## src/rtl/io_port_bank_pkg.sv

```systemverilog
// Shared core constants and default parameter values for the IO port bank.
package io_port_bank_pkg;

    localparam int EX_STATE_BITS = 2;
    localparam int INST_WIDTH    = 12;
    localparam int DATA_WIDTH    = 8;

    localparam logic [EX_STATE_BITS-1:0] EX_Q4_TRIS = 2'd3;

    localparam int IO_PORT_NUM_PORTS      = 3;
    localparam int IO_PORT_PORT_WIDTH     = 8;
    localparam int IO_PORT_SYNC_STAGES    = 2;
    localparam int IO_PORT_TRIS_BASE      = 5;
    localparam int IO_PORT_PORT_ADDR_BASE = 5;

endpackage

```

## src/rtl/io_sync.sv

```systemverilog
// Multi-stage flop synchroniser for asynchronous pad inputs.
module io_sync #(
    parameter int WIDTH  = 8,
    parameter int STAGES = 2
) (
    input  logic             clk_i,
    input  logic             rst_n_i,
    input  logic [WIDTH-1:0] d_i,
    output logic [WIDTH-1:0] q_o
);

    logic [STAGES-1:0][WIDTH-1:0] stage_q;
    logic [STAGES-1:0][WIDTH-1:0] stage_d;

    always_comb begin
        stage_d = {stage_q[STAGES-2:0], d_i};
    end

    always_ff @(posedge clk_i) begin
        if (!rst_n_i) begin
            stage_q <= '0;
        end else begin
            stage_q <= stage_d;
        end
    end

    assign q_o = stage_q[STAGES-1];

endmodule

```

## src/rtl/io_port_bank.sv

```systemverilog
// Bank of bidirectional IO ports: TRIS/latch registers, synchronised pin reads
// and per-port change-on-read detection driving a level interrupt.
module io_port_bank
    import io_port_bank_pkg::*;
#(
    parameter int                   NUM_PORTS      = IO_PORT_NUM_PORTS,
    parameter int                   PORT_WIDTH     = IO_PORT_PORT_WIDTH,
    parameter int                   SYNC_STAGES    = IO_PORT_SYNC_STAGES,
    parameter int                   TRIS_BASE      = IO_PORT_TRIS_BASE,
    parameter int                   PORT_ADDR_BASE = IO_PORT_PORT_ADDR_BASE,
    parameter logic [NUM_PORTS-1:0] IOC_EN         = '1
) (
    input  logic                            clk,
    input  logic                            rst_n,
    input  logic [EX_STATE_BITS-1:0]        executeState,
    input  logic [INST_WIDTH-1:0]           IR,
    input  logic [DATA_WIDTH-1:0]           WRIn,
    input  logic [4:0]                      fileAddr,
    input  logic                            rdEn,
    input  logic                            wrEn,
    input  logic [DATA_WIDTH-1:0]           wrData,
    output logic [DATA_WIDTH-1:0]           rdData,
    input  logic [NUM_PORTS*PORT_WIDTH-1:0] pinIn,
    output logic [NUM_PORTS*PORT_WIDTH-1:0] pinOut,
    output logic [NUM_PORTS*PORT_WIDTH-1:0] pinOe,
    output logic                            changeIrq
);

    // rdEn/wrEn are single-cycle strobes qualified by fileAddr; there is no
    // back-pressure, every strobe takes effect on the next rising edge.

    logic [NUM_PORTS-1:0][PORT_WIDTH-1:0] tris_q, tris_d;
    logic [NUM_PORTS-1:0][PORT_WIDTH-1:0] lat_q, lat_d;
    logic [NUM_PORTS-1:0][PORT_WIDTH-1:0] snap_q, snap_d;
    logic [NUM_PORTS-1:0][PORT_WIDTH-1:0] sync_w;
    logic [NUM_PORTS-1:0]                 armed_q, armed_d;
    logic [NUM_PORTS-1:0]                 flag_q, flag_d;
    logic [NUM_PORTS-1:0]                 tris_hit, addr_hit;
    logic                                 unused_ir;

    assign unused_ir = ^IR[INST_WIDTH-1:3];

    for (genvar k = 0; k < NUM_PORTS; k++) begin : g_sync
        io_sync #(
            .WIDTH (PORT_WIDTH),
            .STAGES(SYNC_STAGES)
        ) u_sync (
            .clk_i  (clk),
            .rst_n_i(rst_n),
            .d_i    (pinIn[k*PORT_WIDTH +: PORT_WIDTH]),
            .q_o    (sync_w[k])
        );
    end

    always_comb begin
        tris_hit = '0;
        addr_hit = '0;
        for (int k = 0; k < NUM_PORTS; k++) begin
            tris_hit[k] = (executeState == EX_Q4_TRIS) && (IR[2:0] == 3'(TRIS_BASE + k));
            addr_hit[k] = (fileAddr == 5'(PORT_ADDR_BASE + k));
        end
    end

    // A read re-arms the port and takes precedence over a coincident flag set.
    always_comb begin
        tris_d  = tris_q;
        lat_d   = lat_q;
        snap_d  = snap_q;
        armed_d = armed_q;
        flag_d  = flag_q;
        for (int k = 0; k < NUM_PORTS; k++) begin
            if (tris_hit[k]) begin
                tris_d[k] = WRIn[PORT_WIDTH-1:0];
            end
            if (wrEn && addr_hit[k]) begin
                lat_d[k] = wrData[PORT_WIDTH-1:0];
            end
            if (rdEn && addr_hit[k]) begin
                armed_d[k] = 1'b1;
                snap_d[k]  = sync_w[k];
                flag_d[k]  = 1'b0;
            end else if (armed_q[k] && IOC_EN[k] && (sync_w[k] != snap_q[k])) begin
                flag_d[k] = 1'b1;
            end
        end
    end

    always_comb begin
        rdData = '0;
        for (int k = 0; k < NUM_PORTS; k++) begin
            if (addr_hit[k]) begin
                rdData[PORT_WIDTH-1:0] = sync_w[k];
            end
        end
    end

    always_ff @(posedge clk) begin
        if (!rst_n) begin
            tris_q  <= '1;
            lat_q   <= '0;
            snap_q  <= '0;
            armed_q <= '0;
            flag_q  <= '0;
        end else begin
            tris_q  <= tris_d;
            lat_q   <= lat_d;
            snap_q  <= snap_d;
            armed_q <= armed_d;
            flag_q  <= flag_d;
        end
    end

    assign pinOut    = lat_q;
    assign pinOe     = ~tris_q;
    assign changeIrq = |flag_q;

endmodule
```

## config.mk

```make
export PLATFORM = sky130hd
export DESIGN_NAME = io_port_bank
export DESIGN_NICKNAME = d
export VERILOG_FILES = /design/src/rtl/io_port_bank_pkg.sv /design/src/rtl/io_sync.sv /design/src/rtl/io_port_bank.sv
export SDC_FILE = /design/constraint.sdc
export NUM_CORES = 1
export LEC_CHECK = 0
export BUFFER_PORTS_ARGS = -buffer_cell sky130_fd_sc_hd__buf_4
export CAP_MARGIN = 20
export CORE_ASPECT_RATIO = 0.75
export CORE_MARGIN = 2
export CORE_UTILIZATION = 52
export CTS_CLUSTER_SIZE = 28
export DETAILED_ROUTE_END_ITERATION = 7
export HOLD_SLACK_MARGIN = 0.15
export PLACE_DENSITY = 0.78
export SLEW_MARGIN = 20
export SYNTH_ARGS = -nofsm -noshare
export SYNTH_HDL_FRONTEND = slang
export SYNTH_HIERARCHICAL = 1
export SYNTH_SLANG_ARGS = --single-unit
```

## constraint.sdc

```tcl
create_clock -name clk -period 1.3 [get_ports clk]
set_input_delay 0.26 -clock clk [delete_from_list [all_inputs] [get_ports clk]]
set_output_delay 0.26 -clock clk [all_outputs]
set_load 0.02 [all_outputs]
```

==> impl_metrics.toml <==
[status]
status = "complete, but fails checks"
violations = "setup timing"

[placed_design]
dpl.hpwl_um = 6910
io_buffers = 110
gp_congestion = 0.775
dp_cells = 673
place_ws_ps = -181

[synthesis]
netlist_top_cells_count = "dfxtp_1, nand2_1, nor2b_1"
yosysTopAreaCellShare_pct = 52.9
yosys.area.top_type = "dfxtp_1"
ys_seq_area_share_pct = 52.9
synth_edf_count = 0
synth.ff_latch_count = 126
yosysMostFrequentCell = "dfxtp_1"
yosys_warnings = 6
dominantRegCellSynth = "dfxtp_1"
synth_nets = 522
synth_area_um2 = 4770
syn_inst = 459
synth_area_leaders = "dfxtp_1, mux2i_1, and2_2"
ys_types = 32
async_flop_share_pct = 0
avgSynthCellArea_um2 = 10.4

[min_path]
min-delay-start = "rst_n"
holdPathStages = 2
hold_end = "g_sync[2].u_sync/stage_d[10]"
min_path_type = "in -> reg"

[setup_path]
crit_chain = "mux2_2 > a22oi_2 > nor2_1 > buf_4"
critPathKind = "reg -> out"
slowest_delay_ps = 360
start_kind = "register"
timing.rr.start = "g_sync[2].u_sync/q_o[1]"
reg2reg_depth = 4
crit_path_end_kind = "output port"
reg2reg_slack_ps = -70
path_delay_family = "flip-flops"
critPathMaxFanout = 3
worst-path-buf-inv = 1
crit_arrival_ps = 1430
cp_data_required_time_ps = 1040
crit_slowest_cell = "dfxtp_4"
rr_endpoint = "flag_q[2]"

[route]
dr_wl_met3_um = 471
drt_iter0_markers = 161
antenna_left = 0
drtPass1Iterations = 4
wl_met1_um = 4820
wire_per_inst_um = 14.8
wl_um = 11100
wl_met2_um = 5580
drcViolationCount = 0
dr_total_vias = 3709
topRoutingLayerUsed = "met4"
avgViaCountPerCell = 4.93

[layout]
drive_gt1_share_pct = 36.9
layout.nets = 690
nFillCells = 550
areaGrowthSynthToFinish_pct = 47.1
num_antenna_cells = 0
final_cells = 752

[clock_network]
numCtsBuffers = 17
cts_root_buf = "clkbuf_16"
clkSinkCount = 126
htreeDepth = 4
tritoncts = "built"
clk_latency_ps = 400
cts_max_path_buffers = 2
path_clk_slew_ps = 50

[global_routing]
overflow = 0
antenna_found_initial = 0
grt_pass1_vias = 3704
track_usage_pct = 22.9
grt_max_degree = 40
grt_pass1_wl_um = 17500

[sta]
fin_crit_sh_pct = 130
worstMarginPinSlew_ps = 349
finalMaxSlewViolations = 0
relSlewSlack_pct = 76.5
finalCriticalPeriod_ps = 1690
rsz0062_at_grt = "yes"
fin_worst_skew_ps = 4.50
fin_ws_ps = -387
max_freq_mhz = 593
finalSetupViolations = 11
hold_violations = 0

[pwr]
switching_share_pct = 19.6
cellLeakagePower_nw = 3.30
vdd_drop_max_mv = 1.22
power.total_mw = 9.59
p_int_mw = 7.72
clkPwrFrac_pct = 51.1
powerDensity_nw_per_um2 = 1370
power.net_switching_mw = 1.88
p_seq_share_pct = 41.8
p_comb_share_pct = 7.1

[die]
io_pins = 120
coreArea_um2 = 8970
rows = 30
die_area_um2 = 9960
dieWidth_um = 115
die_h_um = 86.9
start_util_pct = 53.2

[run]
drv_cap = 0
cell type report:
class | count | area [um2] | area share [%]
sequential | 126 | 2550 | 36.4
multi-input combinational | 280 | 2080 | 29.7
timing repair buffer | 175 | 1520 | 21.6
clock buffer | 26 | 489 | 6.98
tap | 112 | 140 | 2.00
clock inverter | 6 | 130 | 1.86
inverter | 27 | 101 | 1.45
power groups by stage:
stage	Combinational [mW]	Clock, mW	Sequential [mW]
after floorplan	0.269	0	4.08
after global placement	0.517	0	4.09
after detailed placement	0.529	0	4.09
after CTS	0.646	4.97	4.01
after global routing	0.733	5.14	4.02
final	0.677	4.90	4.01
logic make-up after synthesis:
family	share of synthesized area, %
and+or+nand+nor	19.6
DFF	52.9
buffers and inverters	5.17
AOI/OAI and AO/OA	7.61
muxes	10.3
xor gates and xnor gates	4.41
worst max path at each step:
stage | cells past startpoint | slack (ps) | end | start
6_report | 4 | -390 | rdData[1] | g_sync[0].u_sync/q_o[1]
5_1_grt | 4 | -440 | rdData[1] | g_sync[0].u_sync/q_o[1]
4_1_cts | 4 | -370 | rdData[1] | g_sync[0].u_sync/q_o[1]
3_5_place_dp | 6 | -180 | pinOut[16] | fileAddr[4]
3_3_place_gp | 6 | -130 | pinOut[16] | fileAddr[4]
2_1_floorplan | 4 | 10 | rdData[0] | fileAddr[1]
routing by layer:
metal	GRT usage [%]	vias to the layer above
met5	0	-
met4	11.4	0
met3	5.43	23
met2	38.0	99
met1	28.3	1742
li1	-	1845
flip-flops by register name (all words and copies together), names as in the netlist:
name and count:
pinOut 24, snap_q 24, tris_q 24, g_sync.u_sync/stage_d 24, armed_q 3, flag_q 3, g_sync.u_sync/q_o 24
placed cells by master (no fill, tap or decap), types with 11 or more instances in the layout:
cell | netlist | routed
and2_1 | 12 | 12
and2_2 | 36 | 36
buf_4 | 2 | 124
clkbuf_16 | 0 | 17
dfxtp_1 | 126 | 111
dfxtp_2 | 0 | 11
dlygate4sd3_1 | 0 | 40
inv_1 | 27 | 27
mux2i_1 | 40 | 40
nand2_1 | 42 | 42
nor2b_1 | 41 | 41
o211ai_1 | 24 | 24
xor2_1 | 16 | 14
per-stage QoR:
stage	util, %	setup TNS, ps	instance area [um2]	hold slack (ps)
finish	78.2	-3040	7010	260
global route	78.2	-3530	7010	280
CTS	77.0	-3130	6910	250
detailed placement	64.8	-5560	5810	433
global placement	64.8	-4170	5810	430
floorplan	-	0	4770	387
worst reg2reg max path, delay by kind of cell, from the launching register on:
kind / cells / cell delay, ps
xor+xnor: 1 / 160
compound gates: 2 / 390
flops: 1 / 340
simple gates: 1 / 380
what timing repair did:
item	4_1_cts	5_1_grt
hold buffers	40	0
endpoints found under the setup margin	9	11
pin swaps	5	9
buffers inserted	3	4
resized for setup	22	18
endpoints found under the hold margin	68	0
Note: power is estimated with default switching activity, not from simulation.
